--- config.mk ---
export PLATFORM = sky130hd
export DESIGN_NAME = aes_key_expand_flat
export DESIGN_NICKNAME = d
export VERILOG_FILES = /design/src/rtl/aes_key_expand_if.sv /design/src/rtl/aes_key_expand.sv /design/src/flat_wrapper.sv
export SDC_FILE = /design/constraint.sdc
export NUM_CORES = 1
export LEC_CHECK = 0
export CORE_MARGIN = 2
export CORE_UTILIZATION = 44
export DETAILED_ROUTE_END_ITERATION = 16
export GPL_TIMING_DRIVEN = 0
export PLACE_DENSITY = 0.87
export SYNTH_ARGS = -nofsm -noshare
export SYNTH_HDL_FRONTEND = slang
export SYNTH_SLANG_ARGS = --single-unit
--- constraint.sdc ---
create_clock -name clk -period 3.15 [get_ports clk]
set_clock_uncertainty 0.1 [all_clocks]
set_input_delay 0.63 -clock clk [delete_from_list [all_inputs] [get_ports clk]]
set_output_delay 0.63 -clock clk [all_outputs]
set_load 0.02 [all_outputs]
--- src/rtl/aes_key_expand_if.sv ---
// AES key-path types and the round-key valid/ready bundle.
// Package precedes the interface so both share one file.
package aes_pkg;
    typedef logic [15:0][7:0] aes_128;
    typedef logic [3:0][7:0]  aes_32;
endpackage

interface aes_key_expand_if;
    import aes_pkg::*;

    logic       rk_valid;
    logic       rk_ready;
    logic [3:0] rk_round;
    aes_128     rk_out;

    modport master (
        output rk_valid,
        output rk_round,
        output rk_out,
        input  rk_ready
    );

    modport slave (
        input  rk_valid,
        input  rk_round,
        input  rk_out,
        output rk_ready
    );
endinterface

--- src/rtl/aes_key_expand.sv ---
// Iterative AES-128 key schedule: one round key per handshake,
// using the external aes_sbox combinationally on the key path.
module aes_key_expand
    import aes_pkg::*;
#(
    parameter int NR = 10
) (
    input  logic   clk,
    input  logic   rst_n,
    input  logic   start,
    input  aes_128 key_in,
    output logic   busy,
    output logic   done,
    output aes_32  sbox_key_word,
    output logic   sbox_key_gen,
    input  aes_32  sbox_key_sub,
    aes_key_expand_if.master rk
);

    typedef enum logic {
        IDLE,
        EXPAND
    } state_t;

    localparam logic [3:0] LAST = 4'(NR);

    state_t     state_q, state_d;
    aes_128     key_q, key_d, key_nxt;
    logic [3:0] round_q, round_d;
    logic       valid_q, valid_d;
    logic       done_q, done_d;

    aes_32      w0, w1, w2, w3;
    aes_32      rot, t;
    aes_32      n0, n1, n2, n3;
    logic [7:0] rcon;
    logic       xfer;
    logic       last;

    assign w0 = key_q[3:0];
    assign w1 = key_q[7:4];
    assign w2 = key_q[11:8];
    assign w3 = key_q[15:12];

    // RotWord in FIPS byte order: byte 0 takes w3 byte 1
    always_comb begin
        rot    = '0;
        rot[0] = w3[1];
        rot[1] = w3[2];
        rot[2] = w3[3];
        rot[3] = w3[0];
    end

    // rcon for the key being produced (round_q + 1)
    always_comb begin
        rcon = 8'h00;
        unique case (round_q)
            4'd0:    rcon = 8'h01;
            4'd1:    rcon = 8'h02;
            4'd2:    rcon = 8'h04;
            4'd3:    rcon = 8'h08;
            4'd4:    rcon = 8'h10;
            4'd5:    rcon = 8'h20;
            4'd6:    rcon = 8'h40;
            4'd7:    rcon = 8'h80;
            4'd8:    rcon = 8'h1b;
            4'd9:    rcon = 8'h36;
            default: rcon = 8'h00;
        endcase
    end

    always_comb begin
        t    = sbox_key_sub;
        t[0] = sbox_key_sub[0] ^ rcon;
    end

    assign n0      = w0 ^ t;
    assign n1      = w1 ^ n0;
    assign n2      = w2 ^ n1;
    assign n3      = w3 ^ n2;
    assign key_nxt = {n3, n2, n1, n0};

    assign xfer = valid_q & rk.rk_ready;
    assign last = (round_q == LAST);

    always_comb begin
        state_d = state_q;
        key_d   = key_q;
        round_d = round_q;
        valid_d = valid_q;
        done_d  = 1'b0;
        unique case (state_q)
            IDLE: begin
                if (start) begin
                    key_d   = key_in;
                    round_d = 4'd0;
                    valid_d = 1'b1;
                    state_d = EXPAND;
                end
            end
            EXPAND: begin
                if (xfer) begin
                    if (last) begin
                        valid_d = 1'b0;
                        done_d  = 1'b1;
                        state_d = IDLE;
                    end else begin
                        key_d   = key_nxt;
                        round_d = round_q + 4'd1;
                    end
                end
            end
            default: state_d = IDLE;
        endcase
    end

    always_ff @(posedge clk or negedge rst_n) begin
        if (!rst_n) begin
            state_q <= IDLE;
            key_q   <= '0;
            round_q <= 4'd0;
            valid_q <= 1'b0;
            done_q  <= 1'b0;
        end else begin
            state_q <= state_d;
            key_q   <= key_d;
            round_q <= round_d;
            valid_q <= valid_d;
            done_q  <= done_d;
        end
    end

    assign busy          = (state_q == EXPAND);
    assign done          = done_q;
    assign sbox_key_gen  = busy;
    assign sbox_key_word = busy ? rot : '0;

    assign rk.rk_valid = valid_q;
    assign rk.rk_round = round_q;
    assign rk.rk_out   = key_q;

endmodule

--- src/flat_wrapper.sv ---
// flat-port wrapper written by rule: the top's interface ports become plain ports
module aes_key_expand_flat import aes_pkg::*;
#(
    parameter int NR = 10
)
  (clk, rst_n, start, key_in, busy, done, sbox_key_word, sbox_key_gen, sbox_key_sub, rk_rk_valid, rk_rk_round, rk_rk_out, rk_rk_ready);
  aes_key_expand_if rk_i ();
  input  logic clk;
  input  logic rst_n;
  input  logic start;
  input  aes_128 key_in;
  output logic busy;
  output logic done;
  output aes_32 sbox_key_word;
  output logic sbox_key_gen;
  input  aes_32 sbox_key_sub;
  output wire logic [$bits(rk_i.rk_valid)-1:0] rk_rk_valid;
  output wire logic [$bits(rk_i.rk_round)-1:0] rk_rk_round;
  output wire logic [$bits(rk_i.rk_out)-1:0] rk_rk_out;
  input wire logic [$bits(rk_i.rk_ready)-1:0] rk_rk_ready;
  assign rk_rk_valid = rk_i.rk_valid;
  assign rk_rk_round = rk_i.rk_round;
  assign rk_rk_out = rk_i.rk_out;
  assign rk_i.rk_ready = rk_rk_ready;
  aes_key_expand #(.NR(NR)) u_core (.clk(clk), .rst_n(rst_n), .start(start), .key_in(key_in), .busy(busy), .done(done), .sbox_key_word(sbox_key_word), .sbox_key_gen(sbox_key_gen), .sbox_key_sub(sbox_key_sub), .rk(rk_i));
endmodule
==> flow_summary.yaml, run 1 <==
status:
  status: "complete, no violations"
floorplan:
  io_pins: 332
  core_um2: 18100
  dieArea_um2: 19800
  die_x_um: 141
  start_util_pct: 45.2
  rows: 49
  die-height_um: 141
synth:
  synth_cells: 883
  synth_ff_type: "dfrtp_1"
  ys.warnings.count: 0
  synth-edff-count: 0
  synth_seq_cells: 135
  synth_cell_type_count: 49
  avgSynthCellArea_um2: 9.29
  synth_nets: 1053
  ys_seq_area_share_pct: 41.2
  netlist_area_um2: 8210
  async_reset_ff_share_pct: 100
cts:
  worstSkewPairLatency_ps: 420
  clk_path_buf_depth: 2
  clkTransAtPathRegs_ps: 60
  post-cts-setup-buffers: 0
  cts_hold_buf: 0
  cts_tree: "yes"
  clockRootBuffer: "clkbuf_16"
  htree_levels: 4
  clkSinkCount: 135
  cts_buffers: 17
worst_setup_path:
  endpoint: "sbox_key_word[22]"
  r2r_cells: 9
  cp-startpoint: "u_core.busy"
  path_max_fanout: 10
  worst-setup-path-type: "reg -> out"
  reg2reg_to: "u_core.rk.rk_out[89]"
  r2r-start: "u_core.rk.rk_round[0]"
  end_kind: "output port"
  worstPathArrival_ps: 2350
  crit_required_ps: 2420
  ff2ff_setup_slack_ps: 280
  startpoint_type: "flop"
detailed_routing:
  vias: 8720
  drc: 0
  wire_per_inst_um: 22.9
  drt_iter0_markers: 747
  drt_wl_total_um: 33900
  vias_per_cell: 5.91
  drt_pass1_iterations: 5
  ant_nets: 0
sta:
  maxSlewViolCount: 0
  hold_viol: 0
  tightest_slew_ps: 861
  max_freq_ghz: 0.325
  maxSlewHeadroom_pct: 42.6
  rsz0062_at_grt: "false"
  setup_violations: 0
  finalSetupTns_ps: 0
  timing.final.crit_period_ps: 3080
  fin_crit_sh_pct: 97.8
cells_and_area:
  regArea_um2: 3380
  n_antenna_cell: 0
  syn_to_final_growth_pct: 51.8
  final_cells: 1476
  nets: 1404
  multi_input_area_um2: 4530
  n_fill_cell: 1410
  final_layout_size_suffix_gt1_share_pct: 5.69
global_route:
  grt.total_usage_pct: 33.8
  grt_pass1_wl_um: 50700
  grt.overflow.total: 0
  grt_pass1_vias: 8758
  grt_max_degree: 73
  antenna_found_initial: 0
power:
  p_per_area_nw_per_um2: 1280
  ir_worst_vdd_mv: 0.631
  p_leak_nw: 5.16
placement:
  hpwl_um: 24600
  gp_congestion: 0.879
  placedCellCount: 1444
  io_buffer_count: 331
run:
  maxCapViolCount: 0
worst_hold_path:
  hold_class: "in -> async"
[cells in the mapped netlist, types with 10 or more instances]
cell | count | area, um2
a211o_1 | 12 | 105
a21oi_1 | 95 | 475
and2_1 | 32 | 200
buf_2 | 18 | 90.1
clkbuf_1 | 42 | 158
dfrtp_1 | 135 | 3380
mux2i_1 | 62 | 621
nand2_1 | 89 | 334
nand3_1 | 47 | 235
nor2_1 | 15 | 56.3
nor3_1 | 12 | 60.1
o211ai_1 | 11 | 82.6
o21a_1 | 10 | 75.1
o21ai_0 | 44 | 220
o22ai_1 | 84 | 526
xnor2_1 | 68 | 596
xor2_1 | 36 | 315
[kinds of logic (layout without fill, tap and decap cells)]
| family | Yosys count | count (layout) | share of synthesized area (%) |
|---|---|---|---|
| AO/OA/AOI/OAI | 283 | 283 | 20.6 |
| XOR/XNOR | 112 | 112 | 13.3 |
| adder cells (fa/ha/maj) | 6 | 6 | 0.915 |
| buffers and inverters | 69 | 433 | 3.61 |
| flip-flops | 135 | 135 | 41.2 |
| multiplexers | 64 | 64 | 7.88 |
| AND/OR/NAND/NOR | 214 | 214 | 12.5 |
[state kept, by name, indices dropped and copies added (netlist names)]
| register | count |
|---|---|
| u_core.rk.rk_round | 4 |
| u_core.rk.rk_out | 128 |
| u_core.rk.rk_valid | 1 |
| u_core.done | 1 |
| u_core.busy | 1 |
[routing by layer]
metal | vias up | track usage, % | routed length (um)
li1 | 3888 | - | -
met1 | 4255 | 41.6 | 13100
met2 | 492 | 57.2 | 16500
met3 | 85 | 7.01 | 2870
met4 | 0 | 15.7 | 1380
met5 | - | 0 | 0
[cells in the final DEF, fill, tap and decap left out, types with 4 or more instances in the layout]
master           count
o211ai_1            11
buf_2               18
clkinvlp_4           4
nand3_1             47
o21a_1              10
clkbuf_1            37
clkinv_2             7
xnor2_1             68
clkdlybuf4s50_1    327
ha_1                 6
xnor3_1              6
and2_1              32
a21oi_1             95
nor3_1              12
o21ai_0             44
nand2_1             89
a22oi_1              9
mux2i_1             62
o21ai_1              7
xor2_1              36
o22ai_1             84
nor2_1              15
a211o_1             12
dfrtp_1            134
clkbuf_16           17
[how the worst min path moves through the flow]
stage / startpoint / end / slack [ps] / depth (start not counted)
floorplan: rst_n / u_core.busy / 230 / 0
global placement: u_core.rk.rk_out[38] / u_core.rk.rk_out[38] / 400 / 2
detailed placement: u_core.rk.rk_valid / u_core.rk.rk_valid / 410 / 2
CTS: rst_n / u_core.rk.rk_out[2] / 130 / 1
global route: rst_n / u_core.rk.rk_out[2] / 150 / 1
finish: rst_n / u_core.rk.rk_out[2] / 110 / 1
[worst max-delay path, stage by stage, from the launching register on]
cell and delay, ps:
dfrtp_2 450, clkbuf_4 250, buf_6 220, clkbuf_8 250
and2_1 140, clkdlybuf4s50_1 620
[final cells by class]
| type | instances | share of cell area (%) |
|---|---|---|
| multi-input combinational | 679 | 36.4 |
| sequential | 135 | 27.1 |
| timing repair buffer | 332 | 26.9 |
| clock buffer | 18 | 3.53 |
| buffer | 65 | 2.55 |
| tap | 229 | 2.30 |
| clock inverter | 14 | 1.08 |
| inverter | 4 | 0.121 |
[what timing repair did]
action / 4_1_cts / 5_1_grt
gates cloned: 0 / 0
hold endpoints to repair: 0 / 0
gates resized for setup: 18 / 4
pin swaps: 0 / 0
endpoints found under the setup margin: 29 / 5
[through the flow]
step	worst slack (ps)	hold WS, ps	util, %	cell area [um2]	total power, mW
2_1_floorplan	692	234	-	8210	9.87
3_3_place_gp	-4360	400	65.1	11800	13.5
3_5_place_dp	-790	406	65.2	11800	13.8
4_1_cts	41.1	130	68.6	12400	15.8
5_1_grt	25.6	154	68.6	12500	16.8
6_report	69.6	113	68.6	12500	15.9
[power by group]
group / switching (mW) / internal, mW / total, mW
combinational: 5.31 / 4.83 / 10.1
sequential: 1.15 / 2.63 / 3.77
clock: 0.804 / 1.18 / 1.98
total: 7.26 / 8.63 / 15.9
No activity file was read; power rests on OpenSTA's default activity.
==> run 2, diff against run 1 <==
- ABC_CLOCK_PERIOD_IN_PS: unset -> 3150
==> results of run 2 <==
Same layout as run 1: the final DEF is identical, and so are final timing and power.
==> run 3, diff against run 2 <==
- TNS_END_PERCENT: unset -> 20
==> results of run 3 <==
Same layout as run 1: the final DEF is identical, and so are final timing and power.
